**config.mk**
```make
export PLATFORM = sky130hd
export DESIGN_NAME = decode_pipe
export DESIGN_NICKNAME = d
export VERILOG_FILES = /design/src/rtl/decode_pipe_pkg.sv /design/src/rtl/decode_fwd_mux.sv /design/src/rtl/decode_pipe.sv
export SDC_FILE = /design/constraint.sdc
export NUM_CORES = 1
export LEC_CHECK = 0
export ABC_CLOCK_PERIOD_IN_PS = 3800
export BUFFER_PORTS_ARGS = -buffer_cell sky130_fd_sc_hd__buf_4
export CORE_AREA = 2 2 121 135
export DETAILED_ROUTE_END_ITERATION = 6
export DIE_AREA = 0 0 123 137
export PLACE_DENSITY = 0.66
export RECOVER_POWER = 50
export SLEW_MARGIN = 20
export SYNTH_ARGS = -nofsm -noshare
export SYNTH_HDL_FRONTEND = slang
export SYNTH_SLANG_ARGS = --single-unit
export TNS_END_PERCENT = 20
```
**constraint.sdc**
```tcl
create_clock -name clk -period 3.8 [get_ports clk]
set_input_delay 0.38 -clock clk [delete_from_list [all_inputs] [get_ports clk]]
set_output_delay 0.38 -clock clk [all_outputs]
set_load 0.02 [all_outputs]
```
**src/rtl/decode_pipe_pkg.sv**
```systemverilog
// Shared opcode header for the decode stage: class, opcode and condition codes
// plus the jump-condition helper.
package decode_pipe_pkg;

  localparam logic [1:0] CLS_JMP = 2'b01;
  localparam logic [1:0] CLS_MEM = 2'b10;
  localparam logic [1:0] CLS_ALU = 2'b11;

  // Class 11 opcodes occupy instr[15:9]; ALU ops use dest[8:6] src[5:3] src[2:0],
  // shifts work in place on [8:6] with a signed immediate in [5:0].
  localparam logic [6:0] OP_NOP  = 7'b1100000;
  localparam logic [6:0] OP_HALT = 7'b1100001;
  localparam logic [6:0] OP_ADD  = 7'b1100010;
  localparam logic [6:0] OP_SUB  = 7'b1100011;
  localparam logic [6:0] OP_AND  = 7'b1100100;
  localparam logic [6:0] OP_OR   = 7'b1100101;
  localparam logic [6:0] OP_XOR  = 7'b1100110;
  localparam logic [6:0] OP_SHL  = 7'b1100111;
  localparam logic [6:0] OP_SHR  = 7'b1101000;

  // Class 01 opcodes occupy instr[15:12], condition in [11:9], register in [8:6]
  // (JMPRcond target in [5:3]), offset in [5:0].
  localparam logic [3:0] OP_JMP   = 4'b0100;
  localparam logic [3:0] OP_JMPR  = 4'b0101;
  localparam logic [3:0] OP_JMPC  = 4'b0110;
  localparam logic [3:0] OP_JMPRC = 4'b0111;

  // Class 10 opcodes occupy instr[15:11]; LOADC uses dest[10:8] and imm[7:0].
  localparam logic [4:0] OP_STORE = 5'b10000;
  localparam logic [4:0] OP_LOAD  = 5'b10001;
  localparam logic [4:0] OP_LOADC = 5'b10010;

  typedef enum logic [2:0] {
    CC_N  = 3'd0,
    CC_NN = 3'd1,
    CC_Z  = 3'd2,
    CC_NZ = 3'd3
  } cond_t;

  // Unknown condition codes never take the jump.
  function automatic logic cond_true(input logic [2:0] cc, input logic neg, input logic zero);
    case (cond_t'(cc))
      CC_N:    return neg;
      CC_NN:   return !neg;
      CC_Z:    return zero;
      CC_NZ:   return !zero;
      default: return 1'b0;
    endcase
  endfunction

endpackage

```
**src/rtl/decode_fwd_mux.sv**
```systemverilog
// Priority forward mux: the lowest-index valid source writing addr wins,
// otherwise the register-file value passes through.
module decode_fwd_mux #(
  parameter int D_SIZE = 32,
  parameter int N_FWD  = 2
) (
  input  logic [2:0]              addr,
  input  logic [D_SIZE-1:0]       rs_data,
  input  logic [N_FWD-1:0]        fwd_valid,
  input  logic [3*N_FWD-1:0]      fwd_dest,
  input  logic [D_SIZE*N_FWD-1:0] fwd_data,
  input  logic [N_FWD-1:0]        fwd_is_load,
  output logic [D_SIZE-1:0]       data,
  output logic                    load_hit
);

  always_comb begin
    data     = rs_data;
    load_hit = 1'b0;
    // Walk oldest to youngest so the youngest match is the last write.
    for (int i = N_FWD - 1; i >= 0; i--) begin
      if (fwd_valid[i] && (fwd_dest[3*i +: 3] == addr)) begin
        data     = fwd_data[D_SIZE*i +: D_SIZE];
        load_hit = fwd_is_load[i];
      end
    end
  end

endmodule

```
**src/rtl/decode_pipe.sv**
```systemverilog
// Decode / operand-read stage: decodes 16-bit instructions, resolves operands
// through the forwarding network and registers the result for execute.
module decode_pipe
  import decode_pipe_pkg::*;
#(
  parameter int D_SIZE = 32,
  parameter int A_SIZE = 10,
  parameter int N_FWD  = 2
) (
  input  logic                    clk,
  input  logic                    rst,
  input  logic                    flush,
  input  logic [15:0]             in_instr,
  input  logic                    in_valid,
  output logic                    in_ready,
  output logic [2:0]              rs_addr1,
  output logic [2:0]              rs_addr2,
  input  logic [D_SIZE-1:0]       rs_data1,
  input  logic [D_SIZE-1:0]       rs_data2,
  input  logic [N_FWD-1:0]        fwd_valid,
  input  logic [3*N_FWD-1:0]      fwd_dest,
  input  logic [D_SIZE*N_FWD-1:0] fwd_data,
  input  logic [N_FWD-1:0]        fwd_is_load,
  output logic                    out_valid,
  input  logic                    out_ready,
  output logic                    alu_en,
  output logic                    mem_re,
  output logic                    mem_we,
  output logic                    loadc_en,
  output logic                    reg_we_en,
  output logic                    jmp_sel,
  output logic                    jmpr_sel,
  output logic [6:0]              alu_cmd,
  output logic [2:0]              dest_reg,
  output logic [D_SIZE-1:0]       op1,
  output logic [D_SIZE-1:0]       op2,
  output logic [A_SIZE-1:0]       jmp_offset,
  output logic                    halted
);

  // state  | meaning
  // RUN    | accepting instructions from fetch
  // HALTED | HALT issued; fetch blocked until rst, output register still drains
  typedef enum logic {RUN = 1'b0, HALTED = 1'b1} state_t;
  state_t state;

  logic d_alu, d_re, d_we, d_lc, d_rw, d_halt;
  logic j_u, jr_u, j_c, jr_c;
  logic use1, use2, imm2, lc_op;
  logic [6:0] d_cmd;
  logic [2:0] d_dest, addr1, addr2;
  logic [D_SIZE-1:0] res1, res2, op1_d, op2_d;
  logic hit1, hit2, hazard, cond_ok, load;

  always_comb begin
    d_alu = 1'b0; d_re = 1'b0; d_we = 1'b0; d_lc = 1'b0; d_rw = 1'b0; d_halt = 1'b0;
    j_u = 1'b0; jr_u = 1'b0; j_c = 1'b0; jr_c = 1'b0;
    use1 = 1'b0; use2 = 1'b0; imm2 = 1'b0; lc_op = 1'b0;
    d_cmd = in_instr[15:9]; d_dest = '0; addr1 = '0; addr2 = '0;
    case (in_instr[15:14])
      CLS_ALU: begin
        case (in_instr[15:9])
          OP_ADD, OP_SUB, OP_AND, OP_OR, OP_XOR: begin
            d_alu = 1'b1; d_rw = 1'b1; d_dest = in_instr[8:6];
            use1 = 1'b1; addr1 = in_instr[5:3];
            use2 = 1'b1; addr2 = in_instr[2:0];
          end
          OP_SHL, OP_SHR: begin
            d_alu = 1'b1; d_rw = 1'b1; d_dest = in_instr[8:6];
            use1 = 1'b1; addr1 = in_instr[8:6]; imm2 = 1'b1;
          end
          OP_NOP:  ;
          OP_HALT: d_halt = 1'b1;
          default: d_cmd = OP_NOP;
        endcase
      end
      CLS_JMP: begin
        case (in_instr[15:12])
          OP_JMP:   j_u = 1'b1;
          OP_JMPR:  begin jr_u = 1'b1; use1 = 1'b1; addr1 = in_instr[8:6]; end
          OP_JMPC:  begin j_c = 1'b1; use1 = 1'b1; addr1 = in_instr[8:6]; end
          OP_JMPRC: begin
            jr_c = 1'b1; use1 = 1'b1; addr1 = in_instr[8:6];
            use2 = 1'b1; addr2 = in_instr[5:3];
          end
          default: d_cmd = OP_NOP;
        endcase
      end
      CLS_MEM: begin
        case (in_instr[15:11])
          OP_STORE: begin
            d_we = 1'b1; use1 = 1'b1; addr1 = in_instr[5:3];
            use2 = 1'b1; addr2 = in_instr[2:0];
          end
          OP_LOAD: begin
            d_re = 1'b1; d_rw = 1'b1; d_dest = in_instr[8:6];
            use1 = 1'b1; addr1 = in_instr[5:3];
          end
          OP_LOADC: begin
            d_lc = 1'b1; d_rw = 1'b1; d_dest = in_instr[10:8];
            use1 = 1'b1; addr1 = in_instr[10:8]; lc_op = 1'b1;
          end
          default: d_cmd = OP_NOP;
        endcase
      end
      default: d_cmd = OP_NOP;
    endcase
  end

  decode_fwd_mux #(.D_SIZE(D_SIZE), .N_FWD(N_FWD)) u_fwd1 (
    .addr(addr1), .rs_data(rs_data1), .fwd_valid(fwd_valid), .fwd_dest(fwd_dest),
    .fwd_data(fwd_data), .fwd_is_load(fwd_is_load), .data(res1), .load_hit(hit1)
  );

  decode_fwd_mux #(.D_SIZE(D_SIZE), .N_FWD(N_FWD)) u_fwd2 (
    .addr(addr2), .rs_data(rs_data2), .fwd_valid(fwd_valid), .fwd_dest(fwd_dest),
    .fwd_data(fwd_data), .fwd_is_load(fwd_is_load), .data(res2), .load_hit(hit2)
  );

  assign rs_addr1 = addr1;
  assign rs_addr2 = addr2;

  // LOADC keeps the upper bits of its destination and replaces the low byte.
  assign op1_d   = !use1 ? '0 : lc_op ? {res1[D_SIZE-1:8], in_instr[7:0]} : res1;
  assign op2_d   = imm2 ? {{(D_SIZE-6){in_instr[5]}}, in_instr[5:0]} : use2 ? res2 : '0;
  assign cond_ok = cond_true(in_instr[11:9], op1_d[D_SIZE-1], op1_d == '0);
  assign hazard  = (use1 && hit1) || (use2 && hit2);

  assign in_ready = (state == RUN) && !hazard && (!out_valid || out_ready);
  assign load     = in_valid && in_ready;
  assign halted   = (state == HALTED);

  always_ff @(posedge clk) begin
    if (rst) begin
      state <= RUN;
      out_valid <= 1'b0;
      alu_en <= 1'b0; mem_re <= 1'b0; mem_we <= 1'b0; loadc_en <= 1'b0;
      reg_we_en <= 1'b0; jmp_sel <= 1'b0; jmpr_sel <= 1'b0;
      alu_cmd <= '0; dest_reg <= '0; op1 <= '0; op2 <= '0; jmp_offset <= '0;
    end else if (flush) begin
      out_valid <= 1'b0;
    end else if (load) begin
      out_valid  <= 1'b1;
      alu_en     <= d_alu;
      mem_re     <= d_re;
      mem_we     <= d_we;
      loadc_en   <= d_lc;
      reg_we_en  <= d_rw;
      jmp_sel    <= j_u || (j_c && cond_ok);
      jmpr_sel   <= jr_u || (jr_c && cond_ok);
      alu_cmd    <= d_cmd;
      dest_reg   <= d_dest;
      op1        <= op1_d;
      op2        <= op2_d;
      jmp_offset <= {{(A_SIZE-6){in_instr[5]}}, in_instr[5:0]};
      if (d_halt) state <= HALTED;
    end else if (out_ready) begin
      out_valid <= 1'b0;
    end
  end

endmodule

```
### After elaboration in Yosys (flattened, before gate mapping)

Cells that the tools add are included.
W data, S select, Z words.

* eq/ne operators: 26
* multiplexer cells: 57
* bitwise logic cells: 2
* reduce and logical (&&, ||, !) cells: 34

Operators with widths (number)
* $mux W32: 7
* $eq A7 B7 Y1 const B: 9
* $logic_not A32 Y1: 1
* $mux W1: 30
* $pmux W3 S2: 4
* $mux W7: 3
* $pmux W7 S3: 1
* $pmux W3 S3: 2
* $eq A4 B3 Y1 const B: 4
* $eq A5 B5 Y1 const B: 3
* $mux W3: 5
* $eq A3 B3 Y1: 4
* $logic_and A1 B1 Y1: 11
* $reduce_or A9 Y1: 1
* $mux W8: 1
* $reduce_or A2 Y1: 4
* $reduce_or A7 Y1: 1
* $eq A3 B2 Y1 const B: 2
* $pmux W1 S3: 2
* $reduce_or A3 Y1: 2
* $reduce_or A5 Y1: 1
* $eq A2 B2 Y1 const B: 2
* $logic_not A1 Y1: 4
* $logic_or A1 B1 Y1: 4
* other kinds (10): 11

* register bits after elaboration: 89
* output and inout bits: 100

### Depth between registers and ports, before layout

Gate-level depths: netlist (run 1).

* depth after elaboration: 15
* gate-level depth with buffers: 17
* depth with buffers taken out: 11

### By module

Synthesis (run 1) repeated with hierarchy kept, for this count alone.

* cell total of the unflattened synthesis: 824
* area, all modules: 5517.8 sq um

Modules (own cells, without submodules)
* decode_pipe: times used 1, cells each 516, area an instance 4008.8 sq um, sequential area each 1781.7 sq um
* decode_fwd_mux: times used 2, cells each 154, area an instance 754.5 sq um, sequential area each 0.0 sq um

### Worst setup path before layout (run 1)

No wires, ideal clock.

* path type: input to output
* start point: input port in_instr[9]
* end point: output port in_ready
* data arrival time: 3.562 ns
* data required time: 3.420 ns
* path slack: -0.142 ns
* cell stages on the path: 12
* buffers on the path: 4
* cells stage by stage: buf_2 -> and4b_4 -> o2111a_2 -> a2111oi_4 -> mux2_4 -> or3_1 -> buf_6 -> buf_8 -> buf_4 -> nand3_1 -> a21oi_2 -> nor4_1

* word-level cells in the longest chain between the ends: 13
* elaborated cells on any way between the ends: 37

RTL lines
* from (decl): RTL line decode_pipe.sv:13 `input logic [15:0] in_instr,`
* $eq A7 B7 Y1: RTL line decode_pipe.sv:62 `case (in_instr[15:9])`
* $reduce_or A5 Y1 / $reduce_or A2 Y1 (equally long branches)
* $pmux W3 S2 / $mux W3 (equally long branches): RTL line decode_pipe.sv:62
* $pmux W3 S3: RTL line decode_pipe.sv:60 `case (in_instr[15:14])`
* $eq A3 B3 Y1: RTL line decode_fwd_mux.sv:22 `if (fwd_valid[i] && (fwd_dest[3*i +: 3] == addr)) begin`
* $logic_and A1 B1 Y1: RTL line decode_fwd_mux.sv:22
* $mux W1 (2 in a row): RTL line decode_fwd_mux.sv:22
* $logic_and A1 B1 Y1: RTL line decode_pipe.sv:127 `assign hazard = (use1 && hit1) || (use2 && hit2);`
* $logic_or A1 B1 Y1 *: RTL line decode_pipe.sv:127
* $logic_not A1 Y1 *: RTL line decode_pipe.sv:129 `assign in_ready = (state == RUN) && !hazard && (!out_valid || out_ready);`
* $logic_and A1 B1 Y1 * (2 in a row): RTL line decode_pipe.sv:129
* to (decl): RTL line decode_pipe.sv:15 `output logic in_ready,`

Mark *: on every way between the ends. The rest lies on a longest branch, timed or not.

### Final worst setup path (run 1)

* start point: input port in_instr[11]
* end point: register jmpr_sel

* word-level cells in the longest chain between the ends: 15
* elaborated cells on any way between the ends: 63

RTL lines
* $eq A7 B7 Y1 / $eq A5 B5 Y1 (equally long branches): RTL line decode_pipe.sv:62, decode_pipe.sv:90
* $reduce_or A5 Y1 / $reduce_or A2 Y1 (equally long branches)
* $pmux W3 S2, or another cell as far along: RTL line decode_pipe.sv:62
* $pmux W3 S3: RTL line decode_pipe.sv:60
* $eq A3 B3 Y1: RTL line decode_fwd_mux.sv:22
* $logic_and A1 B1 Y1: RTL line decode_fwd_mux.sv:22
* $mux W32 / $mux W1 (equally long branches) (2 in a row): RTL line decode_fwd_mux.sv:22
* $mux W8 / $logic_and A1 B1 Y1 (equally long branches): RTL line decode_pipe.sv:124, decode_pipe.sv:127
* $mux W32 / $logic_or A1 B1 Y1 (equally long branches): RTL line decode_pipe.sv:124, decode_pipe.sv:127
* $logic_not A32 Y1 / $logic_not A1 Y1 (equally long branches): RTL line decode_pipe.sv:126, decode_pipe.sv:129
* $logic_not A1 Y1 / $logic_and A1 B1 Y1 (equally long branches): RTL line decode_pipe_pkg.sv:46, decode_pipe.sv:129
* $pmux W1 S4 / $logic_and A1 B1 Y1 (equally long branches): RTL line decode_pipe_pkg.sv:42, decode_pipe.sv:129
* $logic_and A1 B1 Y1, on equally long branches: RTL line decode_pipe.sv:150, decode_pipe.sv:130
* $logic_or A1 B1 Y1 / $reduce_and A2 Y1 (equally long branches)
* to (signal assigned): RTL line decode_pipe.sv:150 `jmpr_sel <= jr_u || (jr_c && cond_ok);`
* to (decl): RTL line decode_pipe.sv:32 `output logic jmpr_sel,`

Several ways; a longest one is shown, not always the timed one.
A chain may end at the register's enable or synchronous reset.

==> impl_metrics.tcl, run 1 <==
set metrics [dict create \
    top_regs "op1 (32), op2 (32), alu_cmd (7)" \
    wl_per_cell_um 19.7 \
    yosys_warnings 0 \
    grt_first_pass_wirelength_um 37100 \
    layout_min_cycle_time_ns 3.63 \
    seq_area_um2 1780 \
    vdd_drop_max_mv 0.195 \
    drt-total-wl_um 24900 \
    setup_ws_ns 0.172 \
    syn_avg_cell_area_um2 7.72 \
    grt-ovfl-total 0 \
    cts_buffers 9 \
    vias_per_cell 5.57 \
    synth_edf_count 0 \
    finalHoldViolations 0 \
    p_per_area_nw_per_um2 335 \
    antenna_found_initial 0 \
    ctsResizeCount 0 \
    crit_path_cell_trace "buf_4 > buf_4 > and4b_4 > o2111a_2 > a2111oi_4 > buf_4 > mux2i_1 > nor3_2 > buf_12 > buf_4 > nand2_1 > a22o_1 > nand3_1 > or4_1 > or4_4 > a41oi_1" \
    setup_viol 0 \
    area_growth_pct 45.6 \
    core_region_area_um2 15500 \
    worst_hold_path_type "primary input to flip-flop" \
    clk_latency_ns 0.36 \
    mostFrequentLayoutCells "buf_4 (249), nor2_1 (120), a21oi_1 (102), clkbuf_1 (93), dfxtp_1 (89)" \
    worst_ep_required_time_ns 4.08 \
    critPathMostFrequentCell "buf_4" \
    htree_levels 3 \
    finClkSkew_ns 0.00675 \
    syn_nets 929 \
    tightestPinTransition_ns 1.02 \
    clockBufferDepth 2 \
    crit_fanout 7 \
    outcome "finished clean" \
    die-area_um2 16900 \
    dr.pass1.iters 5 \
    layout_commonest_cell "buf_4" \
    grt_util_all_layers_pct 28.8 \
    start_util_pct 38.4 \
    max_stage_delay_ns 0.55 \
    die-width_um 123 \
    worst_setup_path_end_kind "flip-flop" \
    cp.arrival_ns 3.91 \
    first_iter_violations 394 \
    grt_pass1_vias 6740 \
    synth_seq_cells 89 \
    holdBufCountCts 0 \
    chipHeight_um 137 \
    place.port_buffers 258 \
    root_buffer "clkbuf_16" \
    num_io_pins 259 \
    synthCells 770 \
    worstSetupPathType "primary input to flip-flop" \
    p_leak_uw 0.00362 \
    min_period_over_period_pct 95.5 \
    max_freq_mhz 276 \
    hold-worst-slack_ns 0.190 \
    grt_max_degree 91 \
    syn-cell-area_um2 5940 \
    n_antenna_cell 0 \
    cts.sinks 89 \
    gp_congestion 0.930 \
    synth_ff_type "dfxtp_1" \
    drc_errors 0 \
    slew_viol_final 0 \
    tritoncts "yes" \
    dp_slack_ns -0.336 \
    rows 48 \
    dpl.hpwl_um 19100 \
    multiInputGateArea_um2 3830 \
    crit_slowest_cell "or4_4" \
    yosysUniqueCellTypes 71 \
    final_nets 1220 \
    critPathLaunchType "primary input" \
    max_slew_margin_pct 31.9 \
    path_clk_slew_ns 0.07 \
    fillCellCount 1565 \
    cap_violations 0 \
    synth_seq_area_share_pct 30.0 \
    num_vias 7052 \
    post_cts_buffers 0 \
    drive_above_1_share_pct 29.3 \
    synthArstFlopShare_pct 0 \
    ant_nets 0 \
]
-- final cells by class --
cell class	count	share of cell area [%]
multi-input combinational	600	44.2
timing repair buffer	352	27.8
sequential	89	20.6
tap	200	2.89
clock buffer	10	2.76
clock inverter	6	1.30
inverter	9	0.390
-- cells by family after synthesis --
logic type | count (synthesis) | synth area share (%)
AND/OR/NAND/NOR | 299 | 25.1
AO/OA/AOI/OAI | 210 | 22.9
flip-flops | 89 | 30.0
buffers and inverters | 81 | 6.65
multiplexers | 79 | 13.5
XOR/XNOR | 12 | 1.89
-- layer usage --
layer  up-vias  share of wire [%]  GRT usage (%)
met2       300                 50           50.8
met5         -                  0              0
met4         0                2.6           10.4
li1       3391                  -              -
met3        44                7.6           5.79
met1      3317                 40           34.4
-- metrics by stage --
step / instance area (um^2) / power (uW) / setup TNS [ns] / std cells / util, %
floorplan: 5980 / 1440 / 0 / 770 / -
global placement: 8620 / 1860 / -1.55 / 1250 / 55.6
detailed placement: 8620 / 1870 / -2.19 / 1250 / 55.6
CTS: 8970 / 2940 / 0 / 1266 / 57.9
global route: 8650 / 3010 / -0.0215 / 1266 / 55.8
finish: 8650 / 2900 / 0 / 1266 / 55.8
-- cell usage after synthesis, types with 5 or more instances --
library cell | n | share of area, %
nand3_1 | 21 | 1.8
dfxtp_1 | 89 | 30
o41ai_1 | 5 | 0.74
nand2_1 | 42 | 2.7
clkbuf_1 | 32 | 2.0
a22oi_1 | 8 | 1.0
o21ai_0 | 16 | 1.3
xor2_1 | 8 | 1.2
nor2b_1 | 6 | 0.63
a31oi_1 | 7 | 0.74
a21oi_1 | 102 | 8.6
o21a_1 | 5 | 0.63
o2111ai_1 | 15 | 2.2
buf_1 | 6 | 0.38
nor3_1 | 36 | 3.0
a211oi_1 | 13 | 1.6
nand4_1 | 11 | 1.2
buf_2 | 22 | 1.9
nor4_1 | 7 | 0.74
mux2i_1 | 77 | 13
o31ai_1 | 6 | 0.76
inv_1 | 9 | 0.57
nor2_1 | 120 | 7.6
buf_4 | 8 | 1.0
nand2b_1 | 26 | 2.7
-- power breakdown --
| group | total (uW) | switching [uW] | leakage [uW] | internal, uW |
|---|---|---|---|---|
| Combinational | 825 | 456 | 0.00273 | 369 |
| Sequential | 1000 | 23.4 | 0.000726 | 976 |
| Clock | 1080 | 410 | 0.000173 | 665 |
-- path summary, 6_finish.rpt --
check	start	end	slack [ns]	cells after the start
max	in_instr[11]	jmpr_sel	0.17	16
min reg2reg	op1[11]	op1[11]	0.47	2
min	flush	out_valid	0.19	2
max reg2reg	out_valid	op1[1]	1.55	7
-- critical path, delay by kind of cell --
| kind | cells | cell delay [ns] |
|---|---|---|
| AND/OR/NAND/NOR | 6 | 1.47 |
| AO/OA/AOI/OAI | 4 | 1.00 |
| multiplexers | 1 | 0.32 |
| buffers and inverters | 5 | 0.76 |
Power figures use the tool's default switching activity.
==> inputs of run 2 (changes only) <==
--- a/config.mk
+++ b/config.mk
@@ -9,6 +9,6 @@
 export BUFFER_PORTS_ARGS = -buffer_cell sky130_fd_sc_hd__buf_4
-export CORE_AREA = 2 2 121 135
+export CORE_AREA = 2 2 127 129
 export DETAILED_ROUTE_END_ITERATION = 6
-export DIE_AREA = 0 0 123 137
-export PLACE_DENSITY = 0.66
+export DIE_AREA = 0 0 129 131
+export PLACE_DENSITY = 0.65
 export RECOVER_POWER = 50
==> constraint.sdc (replaced) <==
create_clock -name clk -period 3.8 [get_ports clk]
set_input_delay 0.76 -clock clk [delete_from_list [all_inputs] [get_ports clk]]
set_output_delay 0.76 -clock clk [all_outputs]
set_load 0.02 [all_outputs]
==> run 2 against run 1 <==
Net effect:
- non-clock buffer count grew 27
- cell count grew 3.4%
- flip-flop and latch count unchanged
- die area up 0.28%
- combinational power is 11% higher
- first-iteration DRC count grew 43%
- setup slack got worse by 0.46 ns
- final area is 7.7% higher
- via count grew 2.5%
- count of clock-buffer cells in the layout stayed put
- hold slack gained 0.28 ns
- the run now ends with negative setup slack left
- register-to-register slack worse by 0.10 ns
==> impl_metrics.tcl, run 2 (synthesized netlist as in run 1, its figures left out) <==
set metrics [dict create \
    crit_slowest_cell "a2111oi_4" \
    clk_latency_ns 0.35 \
    vias_per_cell 5.52 \
    worst_hold_path_type "flip-flop to flip-flop" \
    max_stage_delay_ns 0.44 \
    critPathMostFrequentCell "buf_6" \
    gp_congestion 0.928 \
    finalHoldViolations 0 \
    design_area_um2 9320 \
    setup_viol 39 \
    p_leak_uw 0.00396 \
    top_regs "op1 (32), op2 (32), alu_cmd (7)" \
    crit_path_cell_trace "buf_6 > buf_6 > and4b_4 > o2111a_2 > a2111oi_4 > mux2_4 > or3_4 > buf_6 > buf_6 > nand3_4 > a21oi_4 > nor4_4 > buf_4" \
    fillCellCount 1486 \
    dr.pass1.iters 5 \
    grt_util_all_layers_pct 28.8 \
    grt-ovfl-total 0 \
    drc_errors 0 \
    rsz0062_at_grt "true" \
    tns_ns -2.15 \
    vdd_drop_max_mv 0.234 \
    dpl.hpwl_um 18900 \
    grt_max_degree 91 \
    max_freq_mhz 245 \
    cp_num_buf_inv 5 \
    holdPathStages 2 \
    layout_commonest_cell "buf_4" \
    root_buffer "clkbuf_16" \
    worstSetupPathType "primary input to primary output" \
    r2r_cells 7 \
    drive_above_1_share_pct 36.8 \
    seq_area_um2 1780 \
    hold-worst-slack_ns 0.468 \
    wl_per_cell_um 19.4 \
    multiInputGateArea_um2 4040 \
    num_io_pins 259 \
    rows 46 \
    path_clk_slew_ns 0.06 \
    max_slew_margin_pct 30.6 \
    startpoint "in_instr[11]" \
    p_per_area_nw_per_um2 320 \
    cp.arrival_ns 3.32 \
    violations "negative setup slack" \
    antenna_found_initial 0 \
    ant_nets 0 \
    outcome "complete, but fails checks" \
    chipHeight_um 131 \
    start_util_pct 38.1 \
    path_depth 13 \
    htree_levels 3 \
    critPathLaunchType "primary input" \
    r2r_slack_ns 1.45 \
    worst_ep_required_time_ns 3.04 \
    cts_buffers 9 \
    clockBufferDepth 2 \
    first_iter_violations 563 \
    area_growth_pct 56.8 \
    finClkSkew_ns 0.00662 \
    cts.sinks 89 \
    hp-start "op1[9]" \
    rr_startpoint "out_valid" \
    setup_ws_ns -0.283 \
    grt_first_pass_wirelength_um 37500 \
    dpl_cell_area_um2 8660 \
    die-width_um 129 \
    grt_pass1_vias 6794 \
    core_region_area_um2 15600 \
    cp_top_family "compound AO/OA/AOI/OAI gates" \
    holdBufCountCts 0 \
    mostFrequentLayoutCells "buf_4 (301), nor2_1 (118), a21oi_1 (99), dfxtp_1 (89), mux2i_1 (73)" \
    layout_min_cycle_time_ns 4.08 \
    place.port_buffers 258 \
    die-area_um2 16900 \
    tritoncts "yes" \
    crit_fanout 6 \
    worst_setup_path_end_kind "primary output" \
    drt-total-wl_um 25400 \
    num_vias 7231 \
    cap_violations 0 \
    tightestPinTransition_ns 1.04 \
    slew_viol_final 0 \
    n_antenna_cell 0 \
    final_nets 1247 \
    min_period_over_period_pct 107 \
]
==> run 2: cell count changes in the layout (fill, tap and decap cells not counted), moves of 3 or more <==
cell | previous run | this run
buf_4 | 249 | 301
a211oi_1 | 13 | 10
clkbuf_1 | 93 | 55
clkbuf_16 | 9 | 12
mux2i_2 | 0 | 3
mux2i_1 | 77 | 73
a21oi_1 | 102 | 99
a211oi_2 | 0 | 3
buf_6 | 1 | 11
==> run 2: worst register-to-register path, stage by stage, from the launching register on <==
cell and delay (ns):
dfxtp_1 0.31, nor2b_1 0.17, or4b_2 0.66, nor3_4 0.38, buf_8 0.23, buf_12 0.19
o2111ai_1 0.17, a21oi_1 0.16
==> run 2: power breakdown <==
part	internal, uW	leakage (uW)	switching (uW)
clock	664	0.000165	408
combinational	428	0.00307	485
sequential	976	0.000726	24.5
total	2070	0.00396	917
==> run 2: worst paths after layout <==
check                  end
setup / recovery  in_ready
hold / removal      op1[9]
setup reg to reg   op1[13]
hold reg to reg     op1[9]
==> run 2: metrics by stage <==
step / utilization [%] / worst slack, ns / std cells / total power (uW)
CTS: 59.3 / -0.277 / 1301 / 2960
global route: 59.7 / -0.400 / 1309 / 3100
floorplan: - / -0.369 / 770 / 1450
detailed placement: 55.5 / -0.793 / 1271 / 1870
global placement: 55.5 / -0.728 / 1271 / 1860
finish: 59.7 / -0.283 / 1309 / 2980
==> run 2: area by class of cell <==
cell class / instances / area share [%]
Sequential cell: 89 / 19.1
Clock buffer: 10 / 2.57
Tap cell: 216 / 2.90
Multi-Input combinational cell: 600 / 43.3
Timing Repair Buffer: 379 / 30.5
Clock inverter: 6 / 1.22
Inverter: 9 / 0.363
==> run 2: repair_timing <==
action	4_1_cts	5_1_grt
gates cloned	0	3
setup endpoints to repair	26	41
pin swaps	12	22
resized for setup	23	32
buffers inserted	14	5
==> run 2: layer usage <==
metal	up-vias	track usage (%)	wire length, um
met5	-	0	0
met3	65	4.15	2120
met4	0	13.0	1060
met1	3356	39.0	10700
met2	371	45.7	11600
li1	3439	-	-
